`src/rtl/conv_mac_unit_pkg.sv`:
```
// Shared definitions for the SRC multiply-accumulate stage: FSM encoding,
// default widths and the rounding constant.
package conv_mac_unit_pkg;

    localparam int DEF_DATA_WIDTH  = 16;
    localparam int DEF_COEF_WIDTH  = 16;
    localparam int DEF_ACC_WIDTH   = 40;
    localparam int DEF_OUT_WIDTH   = 16;
    localparam int DEF_FRAC_SHIFT  = 15;
    localparam int DEF_RAM_LATENCY = 1;

    typedef enum logic [1:0] {
        ST_IDLE  = 2'd0,
        ST_ACCUM = 2'd1,
        ST_FLUSH = 2'd2,
        ST_OUT   = 2'd3
    } mac_state_e;

    // Half an LSB of the shifted result, i.e. round-half-up before the floor shift.
    function automatic logic [63:0] round_const(input int shift);
        return 64'(1) << (shift - 1);
    endfunction

endpackage

```
`src/rtl/mac_round_sat.sv`:
```
// Round (half-up), arithmetic shift and narrow the accumulator to the output width.
// MAC_SATURATE_EN selects clamping; otherwise the result wraps to the low bits.
module mac_round_sat
    import conv_mac_unit_pkg::*;
#(
    parameter int ACC_WIDTH  = DEF_ACC_WIDTH,
    parameter int FRAC_SHIFT = DEF_FRAC_SHIFT,
    parameter int OUT_WIDTH  = DEF_OUT_WIDTH
) (
    input  logic [ACC_WIDTH-1:0] acc_in,
    output logic [OUT_WIDTH-1:0] res_out
);

    localparam logic signed [ACC_WIDTH:0] RND = (ACC_WIDTH+1)'(round_const(FRAC_SHIFT));

    // One guard bit so the rounding add can never wrap the sign.
    logic signed [ACC_WIDTH:0] sum;
    logic signed [ACC_WIDTH:0] shifted;

    assign sum     = $signed({acc_in[ACC_WIDTH-1], acc_in}) + RND;
    assign shifted = sum >>> FRAC_SHIFT;

`ifdef MAC_SATURATE_EN
    localparam logic signed [ACC_WIDTH:0] OUT_MAX =
        (ACC_WIDTH+1)'((64'(1) << (OUT_WIDTH - 1)) - 64'(1));
    localparam logic signed [ACC_WIDTH:0] OUT_MIN = ~OUT_MAX;

    always_comb begin
        res_out = shifted[OUT_WIDTH-1:0];
        if (shifted > OUT_MAX) begin
            res_out = OUT_MAX[OUT_WIDTH-1:0];
        end else if (shifted < OUT_MIN) begin
            res_out = OUT_MIN[OUT_WIDTH-1:0];
        end
    end
`else
    logic unused_hi;
    assign unused_hi = ^shifted[ACC_WIDTH:OUT_WIDTH];
    assign res_out   = shifted[OUT_WIDTH-1:0];
`endif

endmodule

```
`src/rtl/conv_mac_unit.sv`:
```
// Polyphase MAC stage: aligns taps with RAM read data, accumulates products and
// presents one rounded sample per convolution over valid/ready (MAC_SATURATE_EN in mac_round_sat).
module conv_mac_unit
    import conv_mac_unit_pkg::*;
#(
    parameter int DATA_WIDTH  = DEF_DATA_WIDTH,
    parameter int COEF_WIDTH  = DEF_COEF_WIDTH,
    parameter int ACC_WIDTH   = DEF_ACC_WIDTH,
    parameter int OUT_WIDTH   = DEF_OUT_WIDTH,
    parameter int FRAC_SHIFT  = DEF_FRAC_SHIFT,
    parameter int RAM_LATENCY = DEF_RAM_LATENCY
) (
    input  logic                  clk,
    input  logic                  rst,
    input  logic                  start,
    input  logic                  tap,
    input  logic                  tap_last,
    input  logic [DATA_WIDTH-1:0] data_in,
    input  logic [COEF_WIDTH-1:0] coef_in,
    output logic                  mac_ready,
    output logic [OUT_WIDTH-1:0]  out_sample,
    output logic                  out_valid,
    input  logic                  out_ready,
    output logic                  overrun
);

    localparam int PROD_WIDTH = DATA_WIDTH + COEF_WIDTH;

    mac_state_e                   state_q, state_d;
    logic [RAM_LATENCY-1:0]       tap_dl_q, tap_dl_d;
    logic [RAM_LATENCY-1:0]       last_dl_q, last_dl_d;
    logic signed [PROD_WIDTH-1:0] prod_q, prod_d;
    logic                         p1_vld_q, p1_vld_d;
    logic                         p1_last_q, p1_last_d;
    logic signed [ACC_WIDTH-1:0]  acc_q, acc_d;
    logic                         p2_last_q, p2_last_d;
    logic [OUT_WIDTH-1:0]         out_sample_q, out_sample_d;
    logic                         out_valid_q, out_valid_d;
    logic                         overrun_q, overrun_d;
    logic [OUT_WIDTH-1:0]         rounded;
    logic                         accept;
    logic                         finalise;

    mac_round_sat #(
        .ACC_WIDTH (ACC_WIDTH),
        .FRAC_SHIFT(FRAC_SHIFT),
        .OUT_WIDTH (OUT_WIDTH)
    ) u_round_sat (
        .acc_in (acc_q),
        .res_out(rounded)
    );

    // Datapath: tap delay line, P1 product register, P2 accumulator.
    always_comb begin
        tap_dl_d[0]  = tap;
        last_dl_d[0] = tap & tap_last;
        for (int i = 1; i < RAM_LATENCY; i++) begin
            tap_dl_d[i]  = tap_dl_q[i-1];
            last_dl_d[i] = last_dl_q[i-1];
        end

        p1_vld_d  = tap_dl_q[RAM_LATENCY-1];
        p1_last_d = last_dl_q[RAM_LATENCY-1];
        prod_d    = prod_q;
        if (p1_vld_d) begin
            prod_d = PROD_WIDTH'($signed(data_in)) * PROD_WIDTH'($signed(coef_in));
        end

        // A product landing on the clearing edge becomes the first accumulated term.
        acc_d = start ? '0 : acc_q;
        if (p1_vld_q) begin
            acc_d = acc_d + ACC_WIDTH'(prod_q);
        end
        p2_last_d = p1_last_q;
    end

    // Control FSM and output register.
    always_comb begin
        accept   = out_valid_q & out_ready;
        finalise = (state_q == ST_FLUSH) && p2_last_q && !start;

        state_d = state_q;
        case (state_q)
            ST_IDLE:  state_d = ST_IDLE;
            ST_ACCUM: if (p1_last_d) state_d = ST_FLUSH;
            ST_FLUSH: if (p2_last_q) state_d = ST_OUT;
            ST_OUT:   if (accept)    state_d = ST_IDLE;
        endcase
        if (start) begin
            state_d = ST_ACCUM;
        end

        out_sample_d = out_sample_q;
        out_valid_d  = out_valid_q;
        overrun_d    = overrun_q;
        if (accept) begin
            out_valid_d = 1'b0;
        end
        if (finalise) begin
            out_sample_d = rounded;
            out_valid_d  = 1'b1;
            if (out_valid_q && !out_ready) begin
                overrun_d = 1'b1;
            end
        end
    end

    always_ff @(posedge clk or posedge rst) begin
        if (rst) begin
            state_q      <= ST_IDLE;
            tap_dl_q     <= '0;
            last_dl_q    <= '0;
            prod_q       <= '0;
            p1_vld_q     <= 1'b0;
            p1_last_q    <= 1'b0;
            acc_q        <= '0;
            p2_last_q    <= 1'b0;
            out_sample_q <= '0;
            out_valid_q  <= 1'b0;
            overrun_q    <= 1'b0;
        end else begin
            state_q      <= state_d;
            tap_dl_q     <= tap_dl_d;
            last_dl_q    <= last_dl_d;
            prod_q       <= prod_d;
            p1_vld_q     <= p1_vld_d;
            p1_last_q    <= p1_last_d;
            acc_q        <= acc_d;
            p2_last_q    <= p2_last_d;
            out_sample_q <= out_sample_d;
            out_valid_q  <= out_valid_d;
            overrun_q    <= overrun_d;
        end
    end

    assign mac_ready  = (state_q == ST_IDLE);
    assign out_sample = out_sample_q;
    assign out_valid  = out_valid_q;
    assign overrun    = overrun_q;

endmodule

```
`config.mk`:
```
export PLATFORM = sky130hd
export DESIGN_NAME = conv_mac_unit
export DESIGN_NICKNAME = d
export VERILOG_FILES = /design/src/rtl/conv_mac_unit_pkg.sv /design/src/rtl/mac_round_sat.sv /design/src/rtl/conv_mac_unit.sv
export SDC_FILE = /design/constraint.sdc
export NUM_CORES = 1
export LEC_CHECK = 0
export ABC_AREA = 1
export BUFFER_PORTS_ARGS = -buffer_cell sky130_fd_sc_hd__buf_2
export CELL_PAD_IN_SITES_DETAIL_PLACEMENT = 0
export CELL_PAD_IN_SITES_GLOBAL_PLACEMENT = 1
export CORE_AREA = 2 2 180 182
export CTS_BUF_LIST = sky130_fd_sc_hd__clkbuf_4 sky130_fd_sc_hd__clkbuf_8 sky130_fd_sc_hd__clkbuf_16
export CTS_CLUSTER_SIZE = 8
export DETAILED_ROUTE_END_ITERATION = 8
export DIE_AREA = 0 0 182 184
export PLACE_DENSITY = 0.95
export SKIP_LAST_GASP = 1
export SYNTH_ARGS = -nofsm -noshare
export SYNTH_HDL_FRONTEND = slang
export SYNTH_SLANG_ARGS = --single-unit
```
`constraint.sdc`:
```
create_clock -name clk -period 3.6 [get_ports clk]
set_input_delay 0.18 -clock clk [delete_from_list [all_inputs] [get_ports clk]]
set_output_delay 0.18 -clock clk [all_outputs]
set_load 0.05 [all_outputs]
```
### Word level (Yosys, flattened, before mapping)

Cells that the tools add are included.
W data, S select, Z words.

| storage, ports and cells | value |
|---|---|
| register bits after elaboration | 97 |
| input bits | 38 |
| output and inout bits | 19 |

| cells by class | value |
|---|---|
| add/subtract/negate cells | 2 |
| multipliers | 1 |
| eq/ne operators | 6 |
| multiplexer cells | 9 |
| bitwise gates (word level) | 2 |
| reductions and logical operators | 9 |

Operators by type and width:

| cell | count |
|---|---|
| $mux W40 | 2 |
| $add A40 B32 Y40 | 1 |
| $mul A16 B16 Y32 | 1 |
| $add A31 B16 Y31 const B | 1 |
| $ne A3 B3 Y1 const B | 3 |
| $mux W2 | 4 |
| $pmux W2 S4 | 1 |
| $eq A2 B2 Y1 const B | 2 |
| $logic_and A1 B1 Y1 | 3 |
| $reduce_and A3 Y1 | 1 |
| $and A1 B1 Y1 | 2 |
| $eq A2 B1 Y1 const B | 1 |
| $logic_not A1 Y1 | 2 |
| $logic_not A2 Y1 | 1 |
| $mux W1 | 2 |
| $reduce_and A2 Y1 | 1 |
| $reduce_bool A2 Y1 | 1 |

### Depth between registers and ports, before layout

| logic depth | value |
|---|---|
| depth after elaboration | 4 |
| depth in mapped cells | 29 |

### By module

A second synthesis with hierarchy kept.

| second synthesis, totals | value |
|---|---|
| cell total of the unflattened synthesis | 2,638 |
| area total of the unflattened synthesis | 18,266.3 µm² |

Modules (own cells, without submodules):

| module | instances | cells an instance | area an instance (µm²) |
|---|---|---|---|
| conv_mac_unit | 1 | 2,555 | 17,860.9 |
| mac_round_sat | 1 | 83 | 405.4 |

### Worst setup path after synthesis

OpenSTA, ideal clock, no wires.

| timing | value |
|---|---|
| kind | input to register |
| from | input data_in[15] |
| to | register prod_q[26] |
| library setup time | 0.117 ns |
| arrival | 5.633 ns |
| data required time | 3.483 ns |
| setup slack | -2.150 ns |
| stages on the path | 25 |
| buffers on the path | 2 |
| cell sequence | buf_4 > clkbuf_1 > nand2_1 > inv_1 > fa_1 > fa_1 > inv_1 > fa_1 > inv_1 > fa_1 > fa_1 > inv_1 > fa_1 > inv_1 > ha_1 > nand2_1 > inv_1 > nand2_1 > nor2_2 > nand3_1 > or2_1 > nand3_1 > nand2_1 > nand3_1 > nand2_1 |

| on the way | value |
|---|---|
| longest elaborated chain between the ends | 1 |

RTL lines:

| what | RTL line | RTL |
|---|---|---|
| start: declaration | conv_mac_unit.sv:18 | `input logic [DATA_WIDTH-1:0] data_in,` |
| $mul A16 B16 Y32 | conv_mac_unit.sv:66 | `prod_d = PROD_WIDTH'($signed(data_in)) * PROD_WIDTH'($signed(coef_in));` |
| end signal: assignment | conv_mac_unit.sv:125 | `prod_q <= prod_d;` |
| end: declaration | conv_mac_unit.sv:32 | `logic signed [PROD_WIDTH-1:0] prod_q, prod_d;` |

Every way passes these cells.
A chain may end at the register's enable or synchronous reset.

### Worst setup path after layout

| timing | value |
|---|---|
| from | input data_in[11] |
| to | register prod_q[27] |

Same word-level chain as after synthesis.

==> results.md <==
- Outcome: complete, but fails checks
- Failing checks: negative setup slack
- Slew HR: 0.251
- # clock sinks: 87
- Final worst-path cycle share: 1.35
- Initial antenna violation count: 0
- #FFs+latches synth: 87
- Total wire length: 45.0 mm
- Worst-Skew Late Latency: 340 ps
- I/O pin count: 57
- Avg WL per Cell: 15.9 um
- Critical Path End Type: flop
- Pre-antenna DRT Iters: 6
- Die area: 33500 um^2
- Cells after DPL: 2760
- Clock skew: 6.14 ps
- Final Slew Violations: 0
- Antenna cells: 0
- Crit path DAT: 5100 ps
- Cell taking the most area after synthesis: fa_1
- Max Fclk: 205 MHz
- GR peak layer: met2
- Post-DRT Antenna Nets: 0
- Largest net degree at the start of global routing: 63
- WS Path Type: primary input to flop
- Vias in the first global route: 15.7k
- GR met2 Demand/Resource: 0.493
- Rows: 65
- GRT overflow: 0
- Setup Viol. Count Final: 24
- Synth warn: 0
- Final Non-Filler Cells: 2822
- Crit Path Max Fanout: 4
- Top-count cell post-synth: nand2_1
- Avg Cell Area, Syn: 7.31 um^2
- DRC viols: 0
- Reg2reg setup slack: 1140 ps
- Top_reg_cell synth: dfrtp_1
- Port Buf Inserts: 56
- Asr flop ratio synth: 1.00
- Synth area leaders: fa_1, nand2_1, dfrtp_1
- Dpl hpwl: 35.2 mm
- R2r worst-path depth: 12
- Post-Syn Nets: 2624
- CP Launch Type: primary input
- Overall Global Routing Usage: 0.281
- Iter 0 DRT Violations: 1046
- Synthesis-to-finish area growth: 26.8%
- Number of distinct library cells after synthesis: 41
- R2R Path End: acc_q[29]$_DFF_PP0_
- Fin nets: 2825
- Cts bufs inserted: 9
- Hold Path Stages: 3
- Max Buffers Root-to-Sink: 2
- Fillers: 2542
- Vias after detailed routing: 14.8k
- Core area: 31400 um^2
- Global Route met1 Usage: 0.358
- Worst setup margin: -1270 ps
- Reg2Reg Launch Point: acc_q[21]$_DFF_PP0_
- Vias/cell: 5.24
- Initial core utilization: 0.516
- RSZ-0062 raised after global routing: true
- CTS H-tree lvls: 3
- Met3 global-route usage: 0.0337
- Hold endpoint: last_dl_q$_DFF_PP0_
- Hold crit path type: primary input to flop
- Clk pin slew, worst setup/hold paths: 60 ps
- Minimum clock period: 4870 ps
- Hold slack: 29.7 ps
- Synth Instances: 2214
- Worst hold start: tap_last
- Clock tree root driver cell: clkbuf_16
- Start point of the critical path: data_in[11]
- Commonest cells post-synth: nand2_1, inv_1, fa_1, nor2_1, ha_1
- CTS tree: done
- Final Hold Fails: 0
- Die width: 182 um
- Global-route wire length before repair: 75.0 mm
- Die Ht: 184 um
- EDFF count, synth: 0
- Synthesized area: 16200 um^2
- Ratio of cells with drive above 1 in the final layout: 0.238
- Max Cap Viol: 0
- Share of the yosys chip area belonging to registers: 0.134
- CP required: 3830 ps
- Routability congestion estimate: 0.991
- Least-Margin Pin Slew: 1120 ps
- Post-synth top area share: 0.318
==> cells by family after synthesis <==
kind of cell / synth area share
AO/OA/AOI/OAI: 0.0574
XOR/XNOR: 0.0178
flip-flops: 0.134
AND/OR/NAND/NOR: 0.232
buffers and inverters: 0.152
adder cells (fa/ha/maj): 0.407
==> how the worst max path moves through the flow <==
stage                                   to  slack [ps]  cells past startpoint
global placement    prod_q[30]$_DFFE_PP0P_       -1770                     22
global route        prod_q[27]$_DFFE_PP0P_       -1420                     22
CTS                 prod_q[26]$_DFFE_PP0P_       -1190                     25
detailed placement  prod_q[27]$_DFFE_PP0P_       -1910                     21
floorplan           prod_q[26]$_DFFE_PP0P_       -1410                     25
finish              prod_q[27]$_DFFE_PP0P_       -1270                     21
==> stage by stage <==
step	instance area [um^2]	util	TNS (ps)	worst slack [ps]
after floorplan	17200	-	-25080	-1410
after global placement	18700	0.595	-35170	-1770
after detailed placement	18700	0.595	-37340	-1910
after CTS	20100	0.641	-22990	-1190
after global routing	20500	0.654	-28530	-1420
final	20500	0.654	-24470	-1270
==> worst max-delay path, stage by stage <==
cell and delay, ps:
buf_6 110, or2_4 250, fa_1 560, inv_2 40, fa_1 550, inv_2 50, fa_1 540, inv_1 60
fa_1 450, fa_1 520, inv_2 40, fa_1 520, inv_2 50, ha_4 300, nand2_4 90, nor4_4 340
nand3_1 160, nand3_1 100, nand2_1 50, nand3_1 70, nand2_1 60
==> what timing repair did <==
item,in CTS,in global routing
setup endpoints to repair,25,25
hold endpoints to repair,1,0
cloned,9,0
gates resized for setup,197,106
pin swaps,102,91
hold buffers,1,0
buffers inserted,21,15
==> sequential cells by signal, summed over array words and instances (netlist names), 2 cells and up <==
| name | count |
|---|---|
| out_sample | 16 |
| acc_q | 31 |
| prod_q | 31 |
| state_q | 2 |
==> area by class of cell <==
| type | count | area [um^2] | area share |
|---|---|---|---|
| clock inverters | 5 | 57.6 | 0.00280 |
| clock buffers | 11 | 246 | 0.0120 |
| well taps | 402 | 503 | 0.0245 |
| inverters | 575 | 2180 | 0.106 |
| flip-flops and latches | 87 | 2180 | 0.106 |
| multi-input cells | 1478 | 12800 | 0.623 |
| repair buffers | 264 | 2590 | 0.126 |
==> placed cells by master, fill, tap and decap left out, types with 27 or more instances in the layout <==
| cell type | count |
|---|---|
| nand2_1 | 544 |
| inv_1 | 500 |
| fa_1 | 228 |
| buf_4 | 166 |
| nor2_1 | 102 |
| dfrtp_1 | 87 |
| ha_1 | 86 |
| nand3_1 | 79 |
| inv_2 | 67 |
| o21ai_0 | 55 |
| nand2_2 | 40 |
| a21oi_1 | 37 |
| buf_6 | 33 |
| nand2_4 | 32 |
| fa_2 | 29 |
| buf_2 | 27 |
==> metal layers <==
metal | wire length [um] | vias up
li1 | - | 6915
met1 | 18300 | 7142
met2 | 21800 | 577
met3 | 3100 | 146
met4 | 1820 | 0
met5 | 0 | -
Power is left out: the tool's default activity adds up to more than one toggle a clock period on the data nets, which glitch-free logic cannot reach.
